**src/rtl/fifo_arb_pkg.sv**
```systemverilog
// Shared types and width helpers for the FIFO write-port arbiter.
package fifo_arb_pkg;

    // IDLE: no producer holds the write port. OWN: the owner register is locked.
    typedef enum logic {
        IDLE = 1'b0,
        OWN  = 1'b1
    } arb_state_t;

    // Width of an index able to address n requesters (at least one bit).
    function automatic int idx_width(input int n);
        return (n > 1) ? $clog2(n) : 1;
    endfunction

    // Width of a beat counter that must be able to hold burst_max itself.
    function automatic int cnt_width(input int burst_max);
        return $clog2(burst_max + 1);
    endfunction

endpackage

```
**src/rtl/fifo_wr_arbiter_if.sv**
```systemverilog
// Bundle of producer-side and FIFO-side signals around the write-port arbiter.
//
// Handshake: producer i offers a beat with req_valid_i[i]; the beat is taken in
// the cycle where req_valid_i[i] & req_ready_o[i] is high at the clock edge.
// While valid is high and ready is low, req_data_i and req_last_i must stay
// stable. Ready may depend combinationally on valid. On the FIFO side a write
// happens on every edge with fifo_we_o high; fifo_we_o is never high while
// fifo_full_i is high.
interface fifo_wr_arbiter_if #(
    parameter int N_REQ = 3,
    parameter int WIDTH = 32
);
    import fifo_arb_pkg::*;

    localparam int IW = idx_width(N_REQ);

    logic [N_REQ-1:0]       req_valid_i;
    logic [N_REQ-1:0]       req_last_i;
    logic [N_REQ*WIDTH-1:0] req_data_i;
    logic [N_REQ-1:0]       req_ready_o;
    logic [WIDTH-1:0]       fifo_wdata_o;
    logic                   fifo_we_o;
    logic                   fifo_full_i;
    logic [IW-1:0]          owner_o;
    logic                   busy_o;

    // Producers plus FIFO model (drives requests and full, observes the rest).
    modport master (
        output req_valid_i, req_last_i, req_data_i, fifo_full_i,
        input  req_ready_o, fifo_wdata_o, fifo_we_o, owner_o, busy_o
    );

    // The arbiter itself.
    modport slave (
        input  req_valid_i, req_last_i, req_data_i, fifo_full_i,
        output req_ready_o, fifo_wdata_o, fifo_we_o, owner_o, busy_o
    );

endinterface

```
**src/rtl/rr_pick.sv**
```systemverilog
// Combinational round-robin find-first: first set request at or after start.
module rr_pick #(
    parameter int N  = 3,
    parameter int IW = 2
) (
    input  logic [N-1:0]  req,
    input  logic [IW-1:0] start,
    output logic [IW-1:0] idx,
    output logic          found
);

    // One extra bit so start+i can exceed N before the wrap is applied.
    logic [IW:0] cand;

    // Walk the requesters from start, wrapping once, and keep the first hit.
    always_comb begin
        idx   = '0;
        found = 1'b0;
        cand  = '0;
        for (int i = 0; i < N; i++) begin
            cand = {1'b0, start} + (IW+1)'(i);
            if (cand >= (IW+1)'(N)) begin
                cand = cand - (IW+1)'(N);
            end
            if (!found && req[cand[IW-1:0]]) begin
                found = 1'b1;
                idx   = cand[IW-1:0];
            end
        end
    end

endmodule

```
**src/rtl/fifo_wr_arbiter.sv**
```systemverilog
// Shares one sync_fifo write port between N_REQ producers with round-robin
// grants that last up to BURST_MAX beats or until the packet's last beat.
module fifo_wr_arbiter
    import fifo_arb_pkg::*;
#(
    parameter int N_REQ     = 3,
    parameter int WIDTH     = 32,
    parameter int BURST_MAX = 4
) (
    input  logic             clk_i,
    input  logic             rst_ni,
    fifo_wr_arbiter_if.slave bus
);

    localparam int IW = idx_width(N_REQ);
    localparam int CW = cnt_width(BURST_MAX);
    localparam logic [IW-1:0] LAST_IDX = IW'(N_REQ - 1);

    arb_state_t       state_q, state_d;
    logic [IW-1:0]    owner_q, owner_d;
    logic [IW-1:0]    rr_q, rr_d;
    logic [CW-1:0]    count_q, count_d;

    logic [N_REQ-1:0] valid;
    logic [N_REQ-1:0] last;
    logic [N_REQ-1:0] ready;
    logic [WIDTH-1:0] data_arr [N_REQ];
    logic [IW-1:0]    start;
    logic [IW-1:0]    pick_idx;
    logic             pick_found;
    logic [IW-1:0]    sel;
    logic             active;
    logic             we;
    logic [WIDTH-1:0] wdata;

    assign valid = bus.req_valid_i;
    assign last  = bus.req_last_i;

    for (genvar g = 0; g < N_REQ; g++) begin : g_unpack
        assign data_arr[g] = bus.req_data_i[g*WIDTH +: WIDTH];
    end

    // The search starts one past the last owner, so the previous winner ranks last.
    assign start = (rr_q == LAST_IDX) ? '0 : rr_q + 1'b1;

    rr_pick #(
        .N  (N_REQ),
        .IW (IW)
    ) u_rr_pick (
        .req   (valid),
        .start (start),
        .idx   (pick_idx),
        .found (pick_found)
    );

    // Zero-latency transfer path: select a producer and forward its beat when the FIFO has room.
    always_comb begin
        sel    = (state_q == OWN) ? owner_q : pick_idx;
        active = rst_ni && ((state_q == OWN) || pick_found) && !bus.fifo_full_i;
        ready  = '0;
        if (active) begin
            ready[sel] = 1'b1;
        end
        we    = active && valid[sel];
        wdata = we ? data_arr[sel] : '0;
    end

    // Grant bookkeeping: lock on the first beat, release on last, burst limit or a gap.
    always_comb begin
        state_d = state_q;
        owner_d = owner_q;
        rr_d    = rr_q;
        count_d = count_q;
        case (state_q)
            IDLE: begin
                if (we) begin
                    owner_d = sel;
                    rr_d    = sel;
                    count_d = CW'(1);
                    if (!(last[sel] || (BURST_MAX == 1))) begin
                        state_d = OWN;
                    end
                end
            end
            OWN: begin
                if (we) begin
                    count_d = count_q + 1'b1;
                    if (last[owner_q] || (int'(count_q) + 1 == BURST_MAX)) begin
                        state_d = IDLE;
                    end
                end else if (!valid[owner_q]) begin
                    // An owner that stops offering beats gives up the port at once;
                    // a stall caused only by full keeps the grant.
                    state_d = IDLE;
                end
            end
            default: state_d = IDLE;
        endcase
    end

    // State registers with asynchronous active-low reset; rr starts at the top index so requester 0 wins first.
    always_ff @(posedge clk_i or negedge rst_ni) begin
        if (!rst_ni) begin
            state_q <= IDLE;
            owner_q <= '0;
            rr_q    <= LAST_IDX;
            count_q <= '0;
        end else begin
            state_q <= state_d;
            owner_q <= owner_d;
            rr_q    <= rr_d;
            count_q <= count_d;
        end
    end

    assign bus.req_ready_o  = ready;
    assign bus.fifo_we_o    = we;
    assign bus.fifo_wdata_o = wdata;
    assign bus.owner_o      = owner_q;
    assign bus.busy_o       = (state_q == OWN);

    // A producer stalled with valid high must keep its data and last flag unchanged.
    for (genvar g = 0; g < N_REQ; g++) begin : g_hold_chk
        assert property (@(posedge clk_i) disable iff (!rst_ni)
            ($past(rst_ni) && $past(valid[g] && !ready[g]) && valid[g])
            |-> ((data_arr[g] == $past(data_arr[g])) && (last[g] == $past(last[g]))));
    end

    // The FIFO is never written while it reports full.
    assert property (@(posedge clk_i) disable iff (!rst_ni) !(we && bus.fifo_full_i));

endmodule
```
**src/flat_wrapper.sv**
```systemverilog
// flat-port wrapper written by rule: the top's interface ports become plain ports
module fifo_wr_arbiter_flat import fifo_arb_pkg::*;
#(
    parameter int N_REQ     = 3,
    parameter int WIDTH     = 32,
    parameter int BURST_MAX = 4
)
  (clk_i, rst_ni, bus_req_valid_i, bus_req_last_i, bus_req_data_i, bus_fifo_full_i, bus_req_ready_o, bus_fifo_wdata_o, bus_fifo_we_o, bus_owner_o, bus_busy_o);
  fifo_wr_arbiter_if #(.N_REQ(N_REQ), .WIDTH(WIDTH)) bus_i ();
  input  logic clk_i;
  input  logic rst_ni;
  input wire logic [$bits(bus_i.req_valid_i)-1:0] bus_req_valid_i;
  input wire logic [$bits(bus_i.req_last_i)-1:0] bus_req_last_i;
  input wire logic [$bits(bus_i.req_data_i)-1:0] bus_req_data_i;
  input wire logic [$bits(bus_i.fifo_full_i)-1:0] bus_fifo_full_i;
  output wire logic [$bits(bus_i.req_ready_o)-1:0] bus_req_ready_o;
  output wire logic [$bits(bus_i.fifo_wdata_o)-1:0] bus_fifo_wdata_o;
  output wire logic [$bits(bus_i.fifo_we_o)-1:0] bus_fifo_we_o;
  output wire logic [$bits(bus_i.owner_o)-1:0] bus_owner_o;
  output wire logic [$bits(bus_i.busy_o)-1:0] bus_busy_o;
  assign bus_i.req_valid_i = bus_req_valid_i;
  assign bus_i.req_last_i = bus_req_last_i;
  assign bus_i.req_data_i = bus_req_data_i;
  assign bus_i.fifo_full_i = bus_fifo_full_i;
  assign bus_req_ready_o = bus_i.req_ready_o;
  assign bus_fifo_wdata_o = bus_i.fifo_wdata_o;
  assign bus_fifo_we_o = bus_i.fifo_we_o;
  assign bus_owner_o = bus_i.owner_o;
  assign bus_busy_o = bus_i.busy_o;
  fifo_wr_arbiter #(.N_REQ(N_REQ), .WIDTH(WIDTH), .BURST_MAX(BURST_MAX)) u_core (.clk_i(clk_i), .rst_ni(rst_ni), .bus(bus_i));
endmodule
```
**config.mk**
```make
export PLATFORM = sky130hd
export DESIGN_NAME = fifo_wr_arbiter_flat
export DESIGN_NICKNAME = d
export VERILOG_FILES = /design/src/rtl/fifo_arb_pkg.sv /design/src/rtl/fifo_wr_arbiter_if.sv /design/src/rtl/rr_pick.sv /design/src/rtl/fifo_wr_arbiter.sv /design/src/flat_wrapper.sv
export SDC_FILE = /design/constraint.sdc
export NUM_CORES = 1
export LEC_CHECK = 0
export BUFFER_PORTS_ARGS = -buffer_cell sky130_fd_sc_hd__buf_2
export CAP_MARGIN = 20
export CORE_MARGIN = 2
export CORE_UTILIZATION = 32
export CTS_CLUSTER_SIZE = 20
export DETAILED_ROUTE_END_ITERATION = 12
export GPL_TIMING_DRIVEN = 1
export PLACE_DENSITY = 0.89
export SYNTH_ARGS = -nofsm -noshare
export SYNTH_HDL_FRONTEND = slang
export SYNTH_HIERARCHICAL = 1
export SYNTH_SLANG_ARGS = --single-unit
```
**constraint.sdc**
```tcl
create_clock -name clk_i -period 3.9 [get_ports clk_i]
set_clock_uncertainty 0.2 [all_clocks]
set_input_delay 0.975 -clock clk_i [delete_from_list [all_inputs] [get_ports clk_i]]
set_output_delay 0.975 -clock clk_i [all_outputs]
set_load 0.005 [all_outputs]
```
==> out/results.ini <==
[setup_path]
worstPathMaxFanout=16
worst_r2r_startpoint=u_core/rr_q[1]$_DFFE_PN1P_
startpoint=u_core/rr_q[1]$_DFFE_PN1P_
endpoint=bus_fifo_wdata_o[27]
endpoint_kind=primary output
reg2reg_depth=15
r2r_setup_slack_ns=0.29
rr_endpoint=u_core/bus.owner_o[0]$_DFFE_PN0P_
required_ns=2.72
arrival_ns=3.18
cp-start-kind=register
worstSetupPathType=register to primary output

[die]
io_pins=144
start_util_pct=33.3
coreArea_sq_um=4000
dieArea_sq_um=4690
die_h_um=68.5
rows=23
dieWidth_um=68.5

[grt]
grt_pass1_wl_mm=7.48
grt_overflow=0
antenna_found_initial=0
grt_pass1_vias=1601
grt_max_degree=34
track_usage_pct=20.9

[synth]
yosysSeqAreaShare_pct=13.3
synth.net_count=277
syn_inst=167
synth.avg_cell_area_sq_um=7.97
syn_area_sq_um=1330
synth_edf_count=0
ys.flop_type=dfrtp_1
async_reset_ff_share_pct=100
ys_ff_latch=7
synth_cell_types=37
yosys_warnings=6

[layout]
syn_to_final_growth_pct=92.5
final_area_sq_um=2560
mostFrequentLayoutCell=buf_2
n_antenna_cell=0
final_cell_mix=142 x buf_2, 33 x a222oi_1, 31 x nor2_1
layout-drive-gt1-share_pct=66.2
final_nets=442

[drt]
final_antenna_net_count=0
vias=2119
routed_wl_mm=6.41
wl_per_cell_um=16.8
detail_route.iter0.violations=269
drtPass1Iterations=9
vias_per_cell=5.56
drc=0

[power_and_ir_drop]
p_leak_nw=1.32
finalPower_w=0.00299
vdd_drop_max_uv=676
pwr_density_cell_nw_per_um2=1170

[placement]
portBuffers=143
placed_area_sq_um=2180
gp_congestion=0.920
hpwlAfterDp_mm=4.21
dpl_worst_slack_ns=-0.331

[clock_network]
clk_pin_slew_ns=0.04
cts_buffers=3
cts_tree=done
ctsRootBufferMaster=clkbuf_8
insertion_delay_ns=0.23
cts_buffer_depth=2
clkSinkCount=7
htreeDepth=1

[timing]
worst_pin_slew_ns=0.576
finalWorstSetupSlack_ns=-0.451
final.min_clock_period_ns=4.35
holdWs_ns=0.336
finalSetupViolations=36
final-hold-violation-count=0
rsz0062_at_grt=true
max_freq_ghz=0.230
fin_crit_sh_pct=112
maxSlewViolCount=0
slew_headroom_pct=61.6

[run_status]
status=finished, violations left
violations=setup timing

[min_path]
hold_path_class=register to register

[flow_run]
maxCapViolations=0

## metal layers
| layer | vias to the layer above | part of all wire, % | track usage [%] |
|---|---|---|---|
| li1 | 996 | - | - |
| met1 | 1003 | 38 | 25.4 |
| met2 | 114 | 52 | 37.6 |
| met3 | 6 | 8.1 | 3.08 |
| met4 | 0 | 1.1 | 6.50 |
| met5 | - | 0 | 0 |
## cell families (layout without fill, tap and decap cells)
| kind of cell | count (synthesis) | in the layout | synth area share, % |
|---|---|---|---|
| buffers and inverters | 27 | 191 | 14.6 |
| multiplexers | 11 | 11 | 8.65 |
| AND/OR/NAND/NOR | 65 | 65 | 24.7 |
| adder cells (fa/ha/maj) | 5 | 5 | 4.70 |
| flip-flops | 7 | 7 | 13.3 |
| AO/OA/AOI/OAI | 52 | 52 | 34.1 |
## cell type report
class | instances | area (sq um)
fill | 334 | 1440
multi-input combinational | 133 | 1130
timing repair buffer | 179 | 1120
sequential | 7 | 178
tap | 50 | 62.6
clock buffer | 3 | 41.3
inverter | 8 | 30.0
clock inverter | 1 | 5.00
## report_power, final
part           switching [W]  leakage, nW  internal (W)
Clock              0.0000316       0.0255     0.0000691
Combinational        0.00126         1.21       0.00148
Sequential         0.0000550       0.0852      0.000104
## critical path, stage by stage (launching register included)
cell	delay, ns
dfstp_2	0.58
nor2_4	0.07
inv_2	0.07
ha_4	0.23
nand3b_1	0.24
o21ai_2	0.14
nor4b_4	0.28
a211oi_4	0.08
buf_4	0.15
nor3b_4	0.14
or2_4	0.29
buf_12	0.16
a222oi_1	0.27
nor2_1	0.09
buf_2	0.14
## through the flow
stage | utilization, % | instances | TNS [ns]
2_1_floorplan | - | 167 | -0.525
3_3_place_gp | 54.6 | 361 | -5.96
3_5_place_dp | 54.6 | 361 | -9.85
4_1_cts | 61.2 | 376 | -10.97
5_1_grt | 64.1 | 381 | -18.22
6_report | 64.1 | 381 | -13.56
## cell usage after synthesis, types with 3 or more instances
| library cell | n | area, sq um |
|---|---|---|
| nand3b_1 | 4 | 30.0 |
| nor3b_1 | 5 | 37.5 |
| nor2_1 | 33 | 124 |
| clkbuf_1 | 3 | 11.3 |
| inv_1 | 8 | 30.0 |
| mux2_2 | 4 | 45.0 |
| nand2_1 | 5 | 18.8 |
| nor2b_1 | 7 | 43.8 |
| buf_2 | 5 | 25.0 |
| ha_1 | 5 | 62.6 |
| dfrtp_1 | 6 | 150 |
| mux2i_1 | 7 | 70.1 |
| clkbuf_8 | 3 | 41.3 |
| or2_1 | 3 | 18.8 |
| o21ai_0 | 7 | 35.0 |
| buf_6 | 7 | 78.8 |
| a222oi_1 | 33 | 330 |
## worst min path at each step
stage | startpoint | endpoint | slack (ns) | cells past startpoint
finish | u_core/count_q[1]$_DFFE_PN0P_ | u_core/count_q[1]$_DFFE_PN0P_ | 0.34 | 2
global route | u_core/count_q[2]$_DFFE_PN0P_ | u_core/count_q[2]$_DFFE_PN0P_ | 0.36 | 1
CTS | u_core/count_q[2]$_DFFE_PN0P_ | u_core/count_q[2]$_DFFE_PN0P_ | 0.34 | 1
detailed placement | u_core/count_q[2]$_DFFE_PN0P_ | u_core/count_q[2]$_DFFE_PN0P_ | 0.33 | 1
global placement | u_core/count_q[2]$_DFFE_PN0P_ | u_core/count_q[2]$_DFFE_PN0P_ | 0.32 | 1
floorplan | u_core/count_q[2]$_DFFE_PN0P_ | u_core/count_q[2]$_DFFE_PN0P_ | 0.30 | 1
## timing repair
action,CTS,global route
gates cloned,2,1
setup buffers,9,4
pin swaps,15,20
hold buffers,0,0
resized for setup,26,12
setup endpoints to repair,36,36
## sequential cells by signal, summed over array words and instances, names as in the netlist
register / count
u_core/count_q: 3
u_core/bus.owner_o: 2
u_core/bus.busy_o: 1
u_core/rr_q: 1
No activity file was read; power rests on OpenSTA's default activity.
